[src/rtl/bd_mem_pkg.sv]
// bd_mem_pkg: shared state encoding and default geometry for the backdoor memory controller.
package bd_mem_pkg;

    localparam int DEF_WIDTH = 16;
    localparam int DEF_DEPTH = 64;

    typedef enum logic {INIT, IDLE} state_t;

endpackage

[src/rtl/bd_mem_array.sv]
// bd_mem_array: word array with one byte-enabled write port and one asynchronous read port.
module bd_mem_array
    import bd_mem_pkg::*;
#(
    parameter int WIDTH      = DEF_WIDTH,
    parameter int DEPTH      = DEF_DEPTH,
    parameter int ADDR_WIDTH = $clog2(DEPTH)
) (
    input  logic                  clk,
    input  logic                  we,
    input  logic [ADDR_WIDTH-1:0] waddr,
    input  logic [WIDTH-1:0]      wdata,
    input  logic [WIDTH/8-1:0]    wstrb,
    input  logic [ADDR_WIDTH-1:0] raddr,
    output logic [WIDTH-1:0]      rdata
);

    logic [WIDTH-1:0] mem [DEPTH];

    // No reset: contents are established by the controller's clearing pass.
    always_ff @(posedge clk)
        if (we)
            for (int i = 0; i < WIDTH/8; i++)
                if (wstrb[i]) mem[waddr][8*i +: 8] <= wdata[8*i +: 8];

    assign rdata = mem[raddr];

endmodule

[src/rtl/bd_mem_ctrl.sv]
// bd_mem_ctrl: single-port memory controller with a clearing pass, a byte-enabled
// front door and a priority backdoor; rst is asynchronous and active-low.
module bd_mem_ctrl
    import bd_mem_pkg::*;
#(
    parameter int WIDTH      = DEF_WIDTH,
    parameter int DEPTH      = DEF_DEPTH,
    parameter int ADDR_WIDTH = $clog2(DEPTH)
) (
    input  logic                  clk,
    input  logic                  rst,
    input  logic                  valid,
    input  logic                  wr_rd,
    input  logic [ADDR_WIDTH-1:0] addr,
    input  logic [WIDTH-1:0]      wdata,
    input  logic [WIDTH/8-1:0]    strb,
    input  logic                  clr,
    output logic                  ready,
    output logic [WIDTH-1:0]      rdata,
    output logic                  rvalid,
    output logic                  err,
    input  logic                  bd_en,
    input  logic                  bd_wr,
    input  logic [ADDR_WIDTH-1:0] bd_addr,
    input  logic [WIDTH-1:0]      bd_wdata,
    output logic [WIDTH-1:0]      bd_rdata,
    output logic                  bd_ready
);

    state_t                state, state_nx;
    logic [ADDR_WIDTH-1:0] cnt, cnt_nx;
    logic                  idle, acc, last, in_rng, bd_in_rng, we;
    logic [ADDR_WIDTH-1:0] waddr, raddr;
    logic [WIDTH-1:0]      wd, mem_rd;
    logic [WIDTH/8-1:0]    ws;

    assign idle      = state == IDLE;
    assign ready     = idle && !bd_en && !clr;
    assign bd_ready  = idle;
    assign acc       = valid && ready;
    assign last      = cnt == ADDR_WIDTH'(DEPTH - 1);
    assign in_rng    = 32'(addr) < DEPTH;
    assign bd_in_rng = 32'(bd_addr) < DEPTH;

    always_comb begin
        state_nx = state;
        cnt_nx   = cnt;
        if (!idle) begin
            state_nx = last ? IDLE : INIT;
            cnt_nx   = last ? '0 : cnt + 1'b1;
        end else if (clr) begin
            state_nx = INIT;
            cnt_nx   = '0;
        end
    end

    // Single write port: clearing pass, then backdoor, then front door.
    always_comb begin
        we    = !idle || (bd_en ? bd_wr && bd_in_rng : acc && wr_rd && in_rng);
        waddr = !idle ? cnt : bd_en ? bd_addr : addr;
        wd    = !idle ? '0 : bd_en ? bd_wdata : wdata;
        ws    = (!idle || bd_en) ? '1 : strb;
        raddr = bd_en ? bd_addr : addr;
    end

    bd_mem_array #(
        .WIDTH      (WIDTH),
        .DEPTH      (DEPTH),
        .ADDR_WIDTH (ADDR_WIDTH)
    ) u_array (
        .clk   (clk),
        .we    (we),
        .waddr (waddr),
        .wdata (wd),
        .wstrb (ws),
        .raddr (raddr),
        .rdata (mem_rd)
    );

    always_ff @(posedge clk or negedge rst)
        if (!rst) begin
            state    <= INIT;
            cnt      <= '0;
            rvalid   <= 1'b0;
            err      <= 1'b0;
            rdata    <= '0;
            bd_rdata <= '0;
        end else begin
            state  <= state_nx;
            cnt    <= cnt_nx;
            rvalid <= acc && !wr_rd;
            err    <= acc && !in_rng;
            if (acc && !wr_rd) rdata <= in_rng ? mem_rd : '0;
            if (idle && bd_en && !bd_wr) bd_rdata <= bd_in_rng ? mem_rd : '0;
        end

endmodule

[config.mk]
export PLATFORM = sky130hd
export DESIGN_NAME = bd_mem_ctrl
export DESIGN_NICKNAME = d
export VERILOG_FILES = /design/src/rtl/bd_mem_pkg.sv /design/src/rtl/bd_mem_array.sv /design/src/rtl/bd_mem_ctrl.sv
export SDC_FILE = /design/constraint.sdc
export NUM_CORES = 1
export LEC_CHECK = 0
export BUFFER_PORTS_ARGS = -buffer_cell sky130_fd_sc_hd__buf_2
export CAP_MARGIN = 20
export CORE_UTILIZATION = 48
export DETAILED_ROUTE_END_ITERATION = 7
export SLEW_MARGIN = 20
export SYNTH_ARGS = -nofsm -noshare
export SYNTH_HDL_FRONTEND = slang
export SYNTH_SLANG_ARGS = --single-unit
[constraint.sdc]
create_clock -name clk -period 10.1 [get_ports clk]
set_clock_uncertainty 0.2 [all_clocks]
set_input_delay 2.02 -clock clk [delete_from_list [all_inputs] [get_ports clk]]
set_output_delay 2.02 -clock clk [all_outputs]
set_load 0.05 [all_outputs]
==> results of run 1 <==
-- synthesized netlist by cell type (2+ instances only) --
| cell type | n |
|---|---|
| buf_1 | 5 |
| xnor2_1 | 3 |
| nand2b_1 | 2 |
| nand4_1 | 97 |
| a22o_1 | 2 |
| buf_4 | 15 |
| nand4bb_1 | 5 |
| o21ai_0 | 4 |
| nand2_1 | 530 |
| nor4_2 | 2 |
| a22oi_1 | 32 |
| a21oi_4 | 7 |
| nand3_1 | 99 |
| a21oi_1 | 10 |
| mux4_2 | 64 |
| nand3b_1 | 3 |
| a21o_1 | 3 |
| o22ai_1 | 5 |
| and3_1 | 2 |
| a32o_1 | 2 |
| o21a_1 | 3 |
| buf_6 | 7 |
| nand4b_1 | 4 |
| or4b_1 | 2 |
| dfrtp_1 | 40 |
| nor2_1 | 164 |
| clkbuf_1 | 61 |
| nor2b_1 | 23 |
| edfxtp_1 | 1024 |
| a21oi_2 | 6 |
| a221o_1 | 32 |
| mux2_4 | 2 |
| mux2i_1 | 181 |
| inv_1 | 3 |
| a32oi_1 | 160 |
| buf_2 | 66 |
| or4b_4 | 2 |
-- path summary, 6_finish.rpt --
kind / start / to / slack (ps) / cells after the start
max in group asynchronous: rst / bd_ready / 8090 / 1
min in group asynchronous: rst / rvalid / 1140 / 1
hold / removal: cnt[3] / cnt[3] / 360 / 1
setup / recovery: bd_en / u_array.mem[32][12] / 3740 / 8
setup reg to reg: bd_ready / u_array.mem[32][12] / 6370 / 4
hold reg to reg: cnt[3] / cnt[3] / 360 / 1
-- power by group --
part / switching [mW] / internal, mW / total, mW
logic: 1.34 / 0.376 / 1.71
clock network: 1.66 / 2.33 / 3.99
registers: 0.178 / 5.32 / 5.50
-- flip-flops by register name, indices dropped and copies added, names as in the netlist --
name and count:
rvalid 1, cnt 6, rdata 16, u_array.mem 1024, bd_rdata 16, bd_ready 1
-- metal layers --
metal	track usage, %	vias up	part of all wire (%)
met2	40.1	1358	47
met3	4.56	177	9.0
met1	37.2	12699	42
li1	-	10692	-
met4	6.23	2	2.4
met5	0	-	0.011
-- through the flow --
| stage | setup slack (ps) | util, % | instances |
|---|---|---|---|
| floorplan | 4290 | - | 2690 |
| global placement | 3170 | 50.5 | 3821 |
| detailed placement | 3150 | 50.5 | 3821 |
| CTS | 3820 | 54.6 | 4016 |
| global route | 3590 | 54.6 | 4017 |
| finish | 3740 | 54.6 | 4019 |
-- worst max-delay path: stages --
cell,delay (ps)
buf_2,570
buf_4,530
mux2i_4,290
buf_4,760
nand2_1,100
o21ai_1,260
nand3_2,920
nor2_1,920
-- cells by family (layout without fill, tap and decap cells) --
logic type / Yosys count / in the layout / synth area share [%]
AO/OA/AOI/OAI: 273 / 273 / 5.61
XOR/XNOR: 3 / 3 / 0.0620
adder cells (fa/ha/maj): 1 / 1 / 0.0295
buffers and inverters: 157 / 328 / 1.84
flip-flops: 1064 / 1064 / 74.9
multiplexers: 249 / 249 / 7.82
other: 1 / 4 / 0.00885
AND/OR/NAND/NOR: 942 / 942 / 9.73
-- cell type report --
type	count	area (µm²)	area share (%)
antenna	3	7.51	0.0158
clock buffer	125	2750	5.77
clock inverter	70	793	1.67
inverter	3	11.3	0.0237
multi-input combinational	1469	10100	21.2
sequential	1064	31800	66.7
tap	1155	1450	3.04
timing repair buffer	130	777	1.63
==> impl_metrics.ini, run 1 <==
[cts]
clk_latency_ps = 680
clk_pin_slew_worst_paths_ps = 60
cts_buffers = 105
post_cts_buffers = 0
cts-htree-levels = 3
cts_resized = 0
cts-root-buf = clkbuf_16
cts_buffer_depth = 3
cts_tree = done
clock-sinks = 1064
ctsHoldBuffers = 0

[route]
drt-vias-per-instance = 6.20
drt_iter0_drc = 3414
ant_nets = 0
routedWlPerCell_um = 28.6
dr.pass1.iters = 6
post-route-drc-count = 0
routed-via-count = 24928
wl_um = 115000

[worst_setup_path]
cp-end-kind = flop
critPathMaxFanout = 65
worstSetupPathType = primary input to flop
cp-start-kind = primary input
crit_arrival_ps = 6440
required_ps = 10180

[sta]
finalHoldViolCount = 0
finalSetupViolations = 0
hold_ws_ps = 356
rsz0062_at_grt = no
period_needed_ps = 6360
period_share_pct = 63.0
worstMarginPinSlew_ps = 1140
maxSlewViolCount = 0
max_freq_mhz = 157
slew_headroom_pct = 23.7
setup-tns-final_ps = 0

[synthesis]
synth_cell_types = 55
syn_inst = 2690
synthTopCellsByArea = edfxtp_1, nand2_1, mux2i_1, mux4_2, a32oi_1
avgSynthCellArea_um2 = 15.8
yosys_warnings = 0
synth-main-ff-cell = edfxtp_1
synth-async-reset-ratio_pct = 3.76
syn_area_um2 = 42400
ys_seq_area_share_pct = 74.9
synth_edf_count = 1024
synth_seq_cells = 1064
synth_top_area_share_pct = 72.5
syn-num-nets = 2744
synth_top_area_cell = edfxtp_1

[grt]
antenna_found_initial = 6
grt_max_degree = 166
overflow = 0
grt_pass1_vias = 24241
grt_usage_pct = 25.5
grt_pass1_wl_um = 166000

[placed_design]
place_congestion = 0.907
dpl_cell_area_um2 = 44100
dp_hpwl_um = 70300
port_buffers = 87

[die]
dieHeight_um = 299
core_area_um2 = 87200
rows = 108
initial_utilization_pct = 48.6
die_area_um2 = 89500
die_x_um = 299
ios = 89

[power_and_ir_drop]
finalPower_mw = 11.2
powerDensity_nw_per_um2 = 235
worst_ir_drop_vdd_mv = 0.199
power_leakage_nw = 16.1

[flow_run]
maxCapViolCount = 0

[finish]
stdcell_area_um2 = 47600
final_cell_mix = edfxtp_1, nand2_1, mux2i_1
nets = 2827
area_growth_syn_to_layout_pct = 12.3
fillers = 6840
final_common_cell = edfxtp_1
drive_gt1_share_pct = 14.3

[run_status]
status = complete, no violations

[min_path]
hold_path_class = flop to flop
Power figures use the tool's default switching activity.
==> run 2: changes to the inputs <==
--- a/config.mk
+++ b/config.mk
@@ -9,6 +9,7 @@
 export CAP_MARGIN = 20
 export CORE_UTILIZATION = 48
 export DETAILED_ROUTE_END_ITERATION = 7
+export PLACE_DENSITY = 0.66
 export SLEW_MARGIN = 20
 export SYNTH_ARGS = -nofsm -noshare
 export SYNTH_HDL_FRONTEND = slang
==> constraint.sdc (replaced) <==
create_clock -name clk -period 5.4 [get_ports clk]
set_clock_uncertainty 0.2 [all_clocks]
set_input_delay 1.08 -clock clk [delete_from_list [all_inputs] [get_ports clk]]
set_output_delay 1.08 -clock clk [all_outputs]
set_load 0.05 [all_outputs]
==> impl_metrics.ini, run 2 (synthesis results as in run 1) <==
[power_and_ir_drop]
pwr-share-seq_pct = 50.2
pwr-share-clk_pct = 33.9
combPwrFrac_pct = 15.8
p_sw_share_pct = 28.4
power.switching_mw = 5.81
p_int_mw = 14.6
finalPower_mw = 20.5
worst_ir_drop_vdd_mv = 0.318
powerDensity_nw_per_um2 = 429
power_leakage_nw = 16.2

[grt]
antenna_found_initial = 8
grt_usage_pct = 25.0
overflow = 0
grt_pass1_vias = 24756
grt_pass1_wl_um = 165000
grt_max_degree = 110

[worst_setup_path]
r2r_slack_ps = 1630
cp_slowest_cell = dfrtp_2
worstSetupPathType = flop to primary output
crit_arrival_ps = 2690
cpPeakStageDelay_ps = 950
path_cells = nor2b_1 > nor2b_1 > buf_2
r2r-end = u_array.mem[14][15]
cp-end-kind = primary output
cp-start-kind = flop
r2r_cells = 6
required_ps = 4120
r2r-start = bd_ready
critPathMaxFanout = 48
cp_common_cell = nor2b_1

[finish]
largest_reg_flops = 1024
fillers = 6806
regMostFlops = u_array.mem
stdcell_area_um2 = 47600
area_growth_syn_to_layout_pct = 12.4
seq_area_um2 = 31800
reg.largest.list = u_array.mem x1024, bd_rdata x16, rdata x16
drive_gt1_share_pct = 14.4
multi_input_area_um2 = 10100
final_common_cell = edfxtp_1
final_cell_mix = edfxtp_1, nand2_1, mux2i_1
nets = 2856

[sta]
max_freq_mhz = 252
setup-tns-final_ps = 0
rsz0062_at_grt = no
finalSetupViolations = 0
slew_headroom_pct = 28.7
worstMarginPinSlew_ps = 1070
period_needed_ps = 3970
period_share_pct = 73.5
maxSlewViolCount = 0
finalHoldViolCount = 0

[cts]
cts_resized = 0
cts-root-buf = clkbuf_16
cts-htree-levels = 3
cts_buffer_depth = 3
ctsHoldBuffers = 0
clk_latency_ps = 660
clk_pin_slew_worst_paths_ps = 60
clock-sinks = 1064
cts_tree = done
post_cts_buffers = 0
cts_buffers = 106

[die]
core_area_um2 = 87200
ios = 89
dieHeight_um = 299
die_x_um = 299
initial_utilization_pct = 48.6
rows = 108
die_area_um2 = 89500

[run_status]
status = complete, no violations

[placed_design]
dp_hpwl_um = 71600
port_buffers = 87
place_congestion = 0.928
dpl_cell_area_um2 = 44400

[route]
routed-via-count = 25435
post-route-drc-count = 0
drt_iter0_drc = 3197
ant_nets = 0
drt-vias-per-instance = 6.30
routedWlPerCell_um = 27.7
wl_um = 112000
dr.pass1.iters = 6

[min_path]
hold_path_class = primary input to async pin

[flow_run]
maxCapViolCount = 0
[run 2: changes by cell type in the layout (fill, tap and decap cells not counted), sizes merged]
cell | before | now
buf | 130 | 158
bufinv | 15 | 6
clkbuf | 125 | 132
clkinv | 43 | 39
clkinvlp | 8 | 7
diode | 3 | 2
inv | 7 | 8
[run 2: stage by stage]
step | utilization, % | instances | hold slack, ps | setup slack (ps)
3_5_place_dp | 50.9 | 3848 | 351 | 995
5_1_grt | 54.7 | 4038 | 253 | 1330
4_1_cts | 54.6 | 4037 | 358 | 1490
6_report | 54.7 | 4040 | 245 | 1430
3_3_place_gp | 50.8 | 3845 | 340 | 1070
2_1_floorplan | - | 2690 | 296 | 878
[run 2: worst max path at each step]
| stage | from | end | cells past startpoint |
|---|---|---|---|
| floorplan | bd_en | u_array.mem[0][10] | 7 |
| global placement | bd_en | bd_rdata[10] | 8 |
| detailed placement | bd_en | bd_rdata[7] | 8 |
| CTS | bd_ready | ready | 3 |
| global route | bd_ready | ready | 3 |
| finish | bd_ready | ready | 3 |
[run 2: power groups by stage]
stage	registers (mW)	logic, mW	clock network [mW]
after floorplan	10.6	1.58	0
after global placement	10.4	3.11	0
after detailed placement	10.4	3.20	0
after CTS	10.3	3.20	7.00
after global routing	10.3	3.41	7.31
final	10.3	3.24	6.94
[run 2: cell type report]
class | count | area share (%)
clock buffer | 132 | 5.82
sequential | 1064 | 66.6
timing repair buffer | 158 | 2.38
inverter | 3 | 0.0236
clock inverter | 57 | 0.969
multi-input combinational | 1469 | 21.1
antenna | 2 | 0.0105
tap | 1155 | 3.03
[run 2: worst max-delay path: cells and delay by family, from the launching register on]
kind / cells / cell delay, ps
DFF: 1 / 950
and+or+nand+nor: 2 / 800
buffers and inverters: 1 / 280
[run 2: per-layer routing]
layer | global-route usage, % | routed length [µm]
met1 | 35.3 | 44500
met2 | 38.9 | 52200
met3 | 6.28 | 12200
met4 | 6.77 | 2940
met5 | 0 | 61
